$ cat config.mk
export PLATFORM = sky130hd
export DESIGN_NAME = deck_shuffle_ctrl
export DESIGN_NICKNAME = d
export VERILOG_FILES = /design/src/rtl/deck_shuffle_ctrl.sv
export SDC_FILE = /design/constraint.sdc
export NUM_CORES = 1
export LEC_CHECK = 0
export CAP_MARGIN = 40
export CORE_MARGIN = 4
export CORE_UTILIZATION = 30
export DETAILED_ROUTE_END_ITERATION = 8
export GPL_TIMING_DRIVEN = 0
export PLACE_DENSITY_LB_ADDON = 0.05
export SLEW_MARGIN = 20
export SYNTH_ARGS = -nofsm -noshare
export SYNTH_HDL_FRONTEND = slang
export SYNTH_SLANG_ARGS = --single-unit
export TNS_END_PERCENT = 30
$ cat constraint.sdc
create_clock -name clk -period 1.8 [get_ports clk]
set_input_delay 0.36 -clock clk [delete_from_list [all_inputs] [get_ports clk]]
set_output_delay 0.36 -clock clk [all_outputs]
set_load 0.02 [all_outputs]
$ cat src/rtl/deck_shuffle_ctrl.sv
// In-place Fisher-Yates shuffle sequencer for the single-port deck memory, driven by a free-running LFSR.
// Optional build macro DECK_SHUFFLE_FIXED_SEED_EN reloads the LFSR seed on every accepted request.
module deck_shuffle_ctrl #(
  parameter int unsigned DECK_SIZE = 52,
  parameter int unsigned ADDR_W    = 6,
  parameter int unsigned DATA_W    = 7,
  parameter logic [15:0] LFSR_SEED = 16'hACE1
) (
  input  logic              clk,
  input  logic              rst,
  input  logic              shuffle_req,
  output logic              shuffle_busy,
  output logic              shuffle_done,
  output logic [ADDR_W-1:0] mem_addr,
  output logic              mem_wen,
  output logic [DATA_W-1:0] mem_wdata,
  input  logic [DATA_W-1:0] mem_rdata
);

  localparam int unsigned R_W   = 6;
  localparam int unsigned CMP_W = (ADDR_W > R_W) ? ADDR_W : R_W;
  localparam logic [15:0] SEED_EFF = (LFSR_SEED == 16'h0000) ? 16'hACE1 : LFSR_SEED;
  localparam logic [ADDR_W-1:0] LAST_IDX = ADDR_W'(DECK_SIZE - 1);

  typedef enum logic [2:0] {
    S_IDLE, S_PICK, S_RD_I, S_RD_J, S_WAIT, S_WR_I, S_WR_J, S_DONE
  } state_t;

  state_t            state_q, state_d;
  logic [15:0]       lfsr_q, lfsr_d, lfsr_step;
  logic [ADDR_W-1:0] i_q, i_d, j_q, j_d;
  logic [DATA_W-1:0] card_i_q, card_i_d;
  logic              busy_d, done_d, wen_d;
  logic [ADDR_W-1:0] addr_d;
  logic [DATA_W-1:0] wdata_d;
  logic [R_W-1:0]    r;
  logic              fit;

  // Fibonacci LFSR, taps 16,14,13,11 (right-shifting form)
  assign lfsr_step = {lfsr_q[0] ^ lfsr_q[2] ^ lfsr_q[3] ^ lfsr_q[5], lfsr_q[15:1]};
  assign r         = lfsr_q[R_W-1:0];
  assign fit       = CMP_W'(r) <= CMP_W'(i_q);

  // Outputs are registered from the next-state decode so they line up with the state they belong to.
  // The mem_wdata register doubles as card_j: it captures the j read for the WR_I write.
  always_comb begin
    state_d  = state_q;
    lfsr_d   = lfsr_step;
    i_d      = i_q;
    j_d      = j_q;
    card_i_d = card_i_q;
    addr_d   = '0;
    wen_d    = 1'b0;
    wdata_d  = '0;
    case (state_q)
      S_IDLE: begin
        if (shuffle_req) begin
          state_d = S_PICK;
          i_d     = LAST_IDX;
`ifdef DECK_SHUFFLE_FIXED_SEED_EN
          lfsr_d  = SEED_EFF;
`endif
        end
      end
      S_PICK: begin
        // rejection sampling: out-of-range candidates just wait for the next LFSR value
        if (fit) begin
          j_d     = ADDR_W'(r);
          state_d = S_RD_I;
          addr_d  = i_q;
        end
      end
      S_RD_I: begin
        state_d = S_RD_J;
        addr_d  = j_q;
      end
      S_RD_J: begin
        card_i_d = mem_rdata;
        state_d  = S_WAIT;
      end
      S_WAIT: begin
        state_d = S_WR_I;
        addr_d  = i_q;
        wdata_d = mem_rdata;
        wen_d   = 1'b1;
      end
      S_WR_I: begin
        state_d = S_WR_J;
        addr_d  = j_q;
        wdata_d = card_i_q;
        wen_d   = 1'b1;
      end
      S_WR_J: begin
        if (i_q == ADDR_W'(1)) begin
          state_d = S_DONE;
        end else begin
          i_d     = i_q - ADDR_W'(1);
          state_d = S_PICK;
        end
      end
      S_DONE:  state_d = S_IDLE;
      default: state_d = S_IDLE;
    endcase
    busy_d = (state_d != S_IDLE);
    done_d = (state_d == S_DONE);
  end

  always_ff @(posedge clk) begin
    if (!rst) begin
      state_q      <= S_IDLE;
      lfsr_q       <= SEED_EFF;
      i_q          <= '0;
      j_q          <= '0;
      card_i_q     <= '0;
      shuffle_busy <= 1'b0;
      shuffle_done <= 1'b0;
      mem_addr     <= '0;
      mem_wen      <= 1'b0;
      mem_wdata    <= '0;
    end else begin
      state_q      <= state_d;
      lfsr_q       <= lfsr_d;
      i_q          <= i_d;
      j_q          <= j_d;
      card_i_q     <= card_i_d;
      shuffle_busy <= busy_d;
      shuffle_done <= done_d;
      mem_addr     <= addr_d;
      mem_wen      <= wen_d;
      mem_wdata    <= wdata_d;
    end
  end

endmodule
Word-level counts from Yosys, hierarchy flattened. Cells that the tools add are included.

Flip-flop bits (word level): 54. Input bits: 10. Output and inout port bits: 16. Word-level logic and storage cells: 44.

$add $sub $neg: 1. $lt $le $gt $ge: 1. Equality and inequality tests: 11. Multiplexer cells: 11. Bitwise logic cells: 3. Reduce and logical (&&, ||, !) cells: 7.

Operators by type and width (count): 3-bit case mux with 8 select lines (1); 6-bit 2-to-1 mux (3); 6-bit case mux with 3 select lines (1); 3-bit == test (second input constant) (5); 7-bit case mux with 2 select lines (1); 6-bit case mux with 2 select lines (1); 3-bit 2-to-1 mux (3); 3-bit by 2-bit == test with 1-bit output (second input constant) (2); 6-bit by 1-bit == test with 1-bit output (second input constant) (1); 6-bit less-or-equal comparator (1); 6-bit by 1-bit subtractor with 6-bit output (second input constant) (1); 2-bit inequality test (second input constant) (2); 2-bit OR reduction (2); 3-bit by 1-bit == test with 1-bit output (second input constant) (1); 3-bit logical NOT (1); 3-bit AND reduction (1); 3-bit nonzero test (1); 1-bit XOR (3); 2-bit AND reduction (1); 2-bit nonzero test (1); 1-bit 2-to-1 mux (1).

Longest topological paths before layout.
Word-level depth: 4. Depth in mapped cells: 6.

Worst setup path after synthesis. Ideal clock, no wire load.

Kind: register -> register. Start: reg i_q[4]. End: reg state_q[1]. Arrival: 1.582 ns. Required time: 1.667 ns. Setup slack: 0.085 ns. Stages on the path, launching flop included: 7. Path buffers: 0. Period minus slack after synthesis: 1.715 ns. Cells stage by stage: dfxtp_1 > inv_1 > ha_1 > and4_1 > o21ai_0 > a2111oi_0 > nor3b_1.

Word-level cells in the longest chain between the ends: 3.

Ends and longest elaborated chain: start: declaration (RTL line 31) `logic [ADDR_W-1:0] i_q, i_d, j_q, j_d;`; start signal: assignment (RTL line 123) `i_q <= i_d;`; 6-bit less-or-equal comparator / 6-bit by 1-bit == test with 1-bit output (equally long branches) (RTL line 42, 94); 3-bit 2-to-1 mux, on equally long branches (RTL line 67, 94); 3-bit case mux with 8 select lines (*) (RTL line 55) `case (state_q)`; end signal: assignment (RTL line 121) `state_q <= state_d;`; end: declaration (RTL line 29) `state_t state_q, state_d;`.

Mark *: on every way between the ends. The rest lies on a longest branch, timed or not. A chain may end at the register's enable or synchronous reset.

Worst setup path in the final report.
Start: reg i_q[4]. End: reg mem_addr[3].

Word-level cells in the longest chain between the ends: 3.

Ends and longest elaborated chain: 6-bit less-or-equal comparator (RTL line 42) `assign fit = CMP_W'(r) <= CMP_W'(i_q);`; 6-bit 2-to-1 mux (RTL line 67) `if (fit) begin`; 6-bit case mux with 3 select lines (RTL line 55); end signal: assignment (RTL line 128) `mem_addr <= addr_d;`; end: declaration (RTL line 14) `output logic [ADDR_W-1:0] mem_addr,`.

Every way passes these cells.

==> out/qor.yml <==
outcome:
  status: "finished, final reports clean"
worst_setup_path:
  start_kind: "flop"
  crit_fanout: 6
  slowest_stage: "dfxtp_4"
  crit_family: "compound AO/OA/AOI/OAI gates"
  critPathBufInv: 2
  worst_setup_path_end_kind: "flop"
  cp.arrival_ns: 1.95
  critical-path-max-stage-delay_ns: 0.38
  path_class: "flop to flop"
  crit_chain: "inv_1 > ha_1 > a41o_1 > a21oi_4 > a221oi_2 > buf_4 > o21ai_0"
  required_ns: 2.03
worst_hold_path:
  min_path_type: "input pin to flop"
layout:
  finalNetCount: 287
  instances_no_fill: 369
  diodes: 0
  area_growth_pct: 23.56
  drive_above_1_share_pct: 14.07
  utilization_pct: 38.16
  fin_area_um2: 2783
global_route:
  grt_max_degree: 17
  first_global_vias: 1636
  track_usage_pct: 12.19
  antenna_found_initial: 0
  grt_pass1_wl_um: 8349
  overflow: 0
floorplanning:
  core_um2: 7292
  io_pins: 26
  start_util_pct: 30.89
  die_area_um2: 8958
  rows: 31
  die_x_um: 94.65
  die_h_um: 94.65
sta:
  slew_headroom_pct: 60.38
  max_freq_mhz: 581.5
  timing.final.ws_setup_ns: 0.08019
  final_max_slew_viol_count: 0
  fin_crit_ns: 1.720
  finalHoldViolCount: 0
  finClkSkew_ns: 0.008102
  whs_ns: 0.3343
  finalSetupViolations: 0
  worstMarginPinSlew_ns: 0.5921
  finalCritPeriodShare_pct: 95.55
pwr:
  vdd.ir_drop.worst_mv: 0.3545
  powerDensity_nw_per_um2: 894.7
  leakage_nw: 1.081
clock_tree:
  cts_hold_buf: 0
  numCtsBuffers: 5
  numClockSinks: 54
  path_clk_slew_ns: 0.10
  ctsRootBufferMaster: "clkbuf_8"
  insertion_delay_ns: 0.31
  cts_tree: "yes"
  htree_num_levels: 2
  clockBufferDepth: 2
place:
  dp_cells: 358
  numPortBuffers: 24
  dp_slack_ns: -0.2705
  gp_congestion: 0.7730
  place_area_um2: 2616
  dp_hpwl_um: 3583
detailed_routing:
  first_pass_iters: 4
  post_drt_wl_per_cell_um: 13.25
  wirelength_um: 4889
  drtAntennaViolNets: 0
  drc_errors: 0
  drtIter0Drc: 68
  vias: 1649
  via_per_inst: 4.469
yosys:
  syn_area_um2: 2252
  syn_inst: 235
  syn_avg_cell_area_um2: 9.584
  synth_top_flop_cell: "dfxtp_1"
  async_flop_share_pct: 0
  ys_seq_area_share_pct: 48.00
  synth_cell_type_count: 53
  synth-edff-count: 0
  ys_ff_latch: 54
  synth_warnings: 0
  mappedNetlistNets: 253
run:
  cap_violations: 0
## per-layer routing
| metal | part of all wire [%] | track usage [%] | routed length, um | vias up |
|---|---|---|---|---|
| met2 | 43 | 17.67 | 2097 | 28 |
| met5 | 0 | 0 | 0 | - |
| met4 | 1.9 | 5.288 | 95 | 0 |
| met3 | 4.4 | 3.267 | 215 | 11 |
| met1 | 51 | 16.91 | 2480 | 744 |
| li1 | - | - | - | 866 |
## through the flow
step           TNS, ns  total power [mW]
3_5_place_dp    -2.585             1.809
2_1_floorplan        0             1.674
6_report             0             2.490
3_3_place_gp    -2.447             1.812
4_1_cts              0             2.521
5_1_grt        -0.1119             2.656
## worst paths after layout
| kind | end | startpoint | depth (start not counted) | slack, ns |
|---|---|---|---|---|
| worst max-delay path | mem_addr[3] | i_q[4] | 7 | 0.08 |
| worst min-delay path | lfsr_q[6] | rst | 2 | 0.33 |
| worst max register to register | mem_addr[3] | i_q[4] | 7 | 0.08 |
| worst min register to register | lfsr_q[10] | lfsr_q[11] | 1 | 0.41 |
## flip-flops by register name, summed over array words and instances (netlist names), 3 cells and up
name	cells
j_q	6
mem_addr	6
lfsr_q	16
card_i_q	7
i_q	6
mem_wdata	7
state_q	3
## synth_stat cells, types with 4 or more instances
| library cell | count | area, um^2 |
|---|---|---|
| a21boi_0 | 7 | 52.55 |
| and2_1 | 4 | 25.02 |
| dfxtp_1 | 54 | 1081 |
| ha_1 | 8 | 100.1 |
| inv_1 | 14 | 52.55 |
| mux2i_1 | 13 | 130.1 |
| nand2_1 | 43 | 161.4 |
| nand2b_1 | 8 | 50.05 |
| nor2_1 | 11 | 41.29 |
| o21ai_0 | 9 | 45.04 |
| xnor2_1 | 4 | 35.03 |
## report_power, final
group / internal [mW] / leakage [nW] / total [mW] / switching [mW]
Clock: 0.275 / 0.0452 / 0.664 / 0.388
Sequential: 1.26 / 0.445 / 1.31 / 0.0490
Combinational: 0.237 / 0.591 / 0.515 / 0.278
## cell families (layout without fill, tap and decap cells)
family / count (synthesis) / in the layout / synth area share [%]
AOI/OAI and AO/OA: 38 / 38 / 13.28
DFF: 54 / 54 / 48.00
buffers and inverters: 23 / 58 / 4.611
muxes: 13 / 13 / 5.778
and+or+nand+nor: 93 / 93 / 21.55
xor gates and xnor gates: 6 / 6 / 2.333
adders and majority gates: 8 / 8 / 4.445
## placed cells by master (no fill, tap or decap), drive strengths merged, types with 3 or more instances in the layout
master / netlist / final
mux2i: 13 / 13
clkbuf: 3 / 9
buf: 6 / 9
nand3b: 3 / 3
dfxtp: 54 / 54
nor3b: 4 / 4
ha: 8 / 8
nor2: 11 / 11
clkdlybuf4s50: 0 / 24
a21boi: 8 / 8
nand2b: 8 / 8
inv: 14 / 14
o211ai: 3 / 3
a21oi: 4 / 4
nand2: 43 / 43
o21ai: 9 / 9
and2: 5 / 5
xnor2: 4 / 4
nor3: 4 / 4
## repair_timing
| action | 4_1_cts | 5_1_grt |
|---|---|---|
| resized for setup | 9 | 8 |
| endpoints found under the setup margin | 13 | 13 |
| pin swaps | 2 | 0 |
| buffers inserted | 1 | 2 |
## cell type report
cell class                      count  area, um^2
Fill cell                         796        4509
Multi-Input combinational cell    158        1109
Sequential cell                    54        1097
Timing Repair Buffer               27       262.8
Tap cell                           99       123.9
Clock buffer                        6       72.57
Inverter                           14       52.55
Buffer                              9       51.30
Clock inverter                      2       13.76
(Power assumes the default switching activity.)
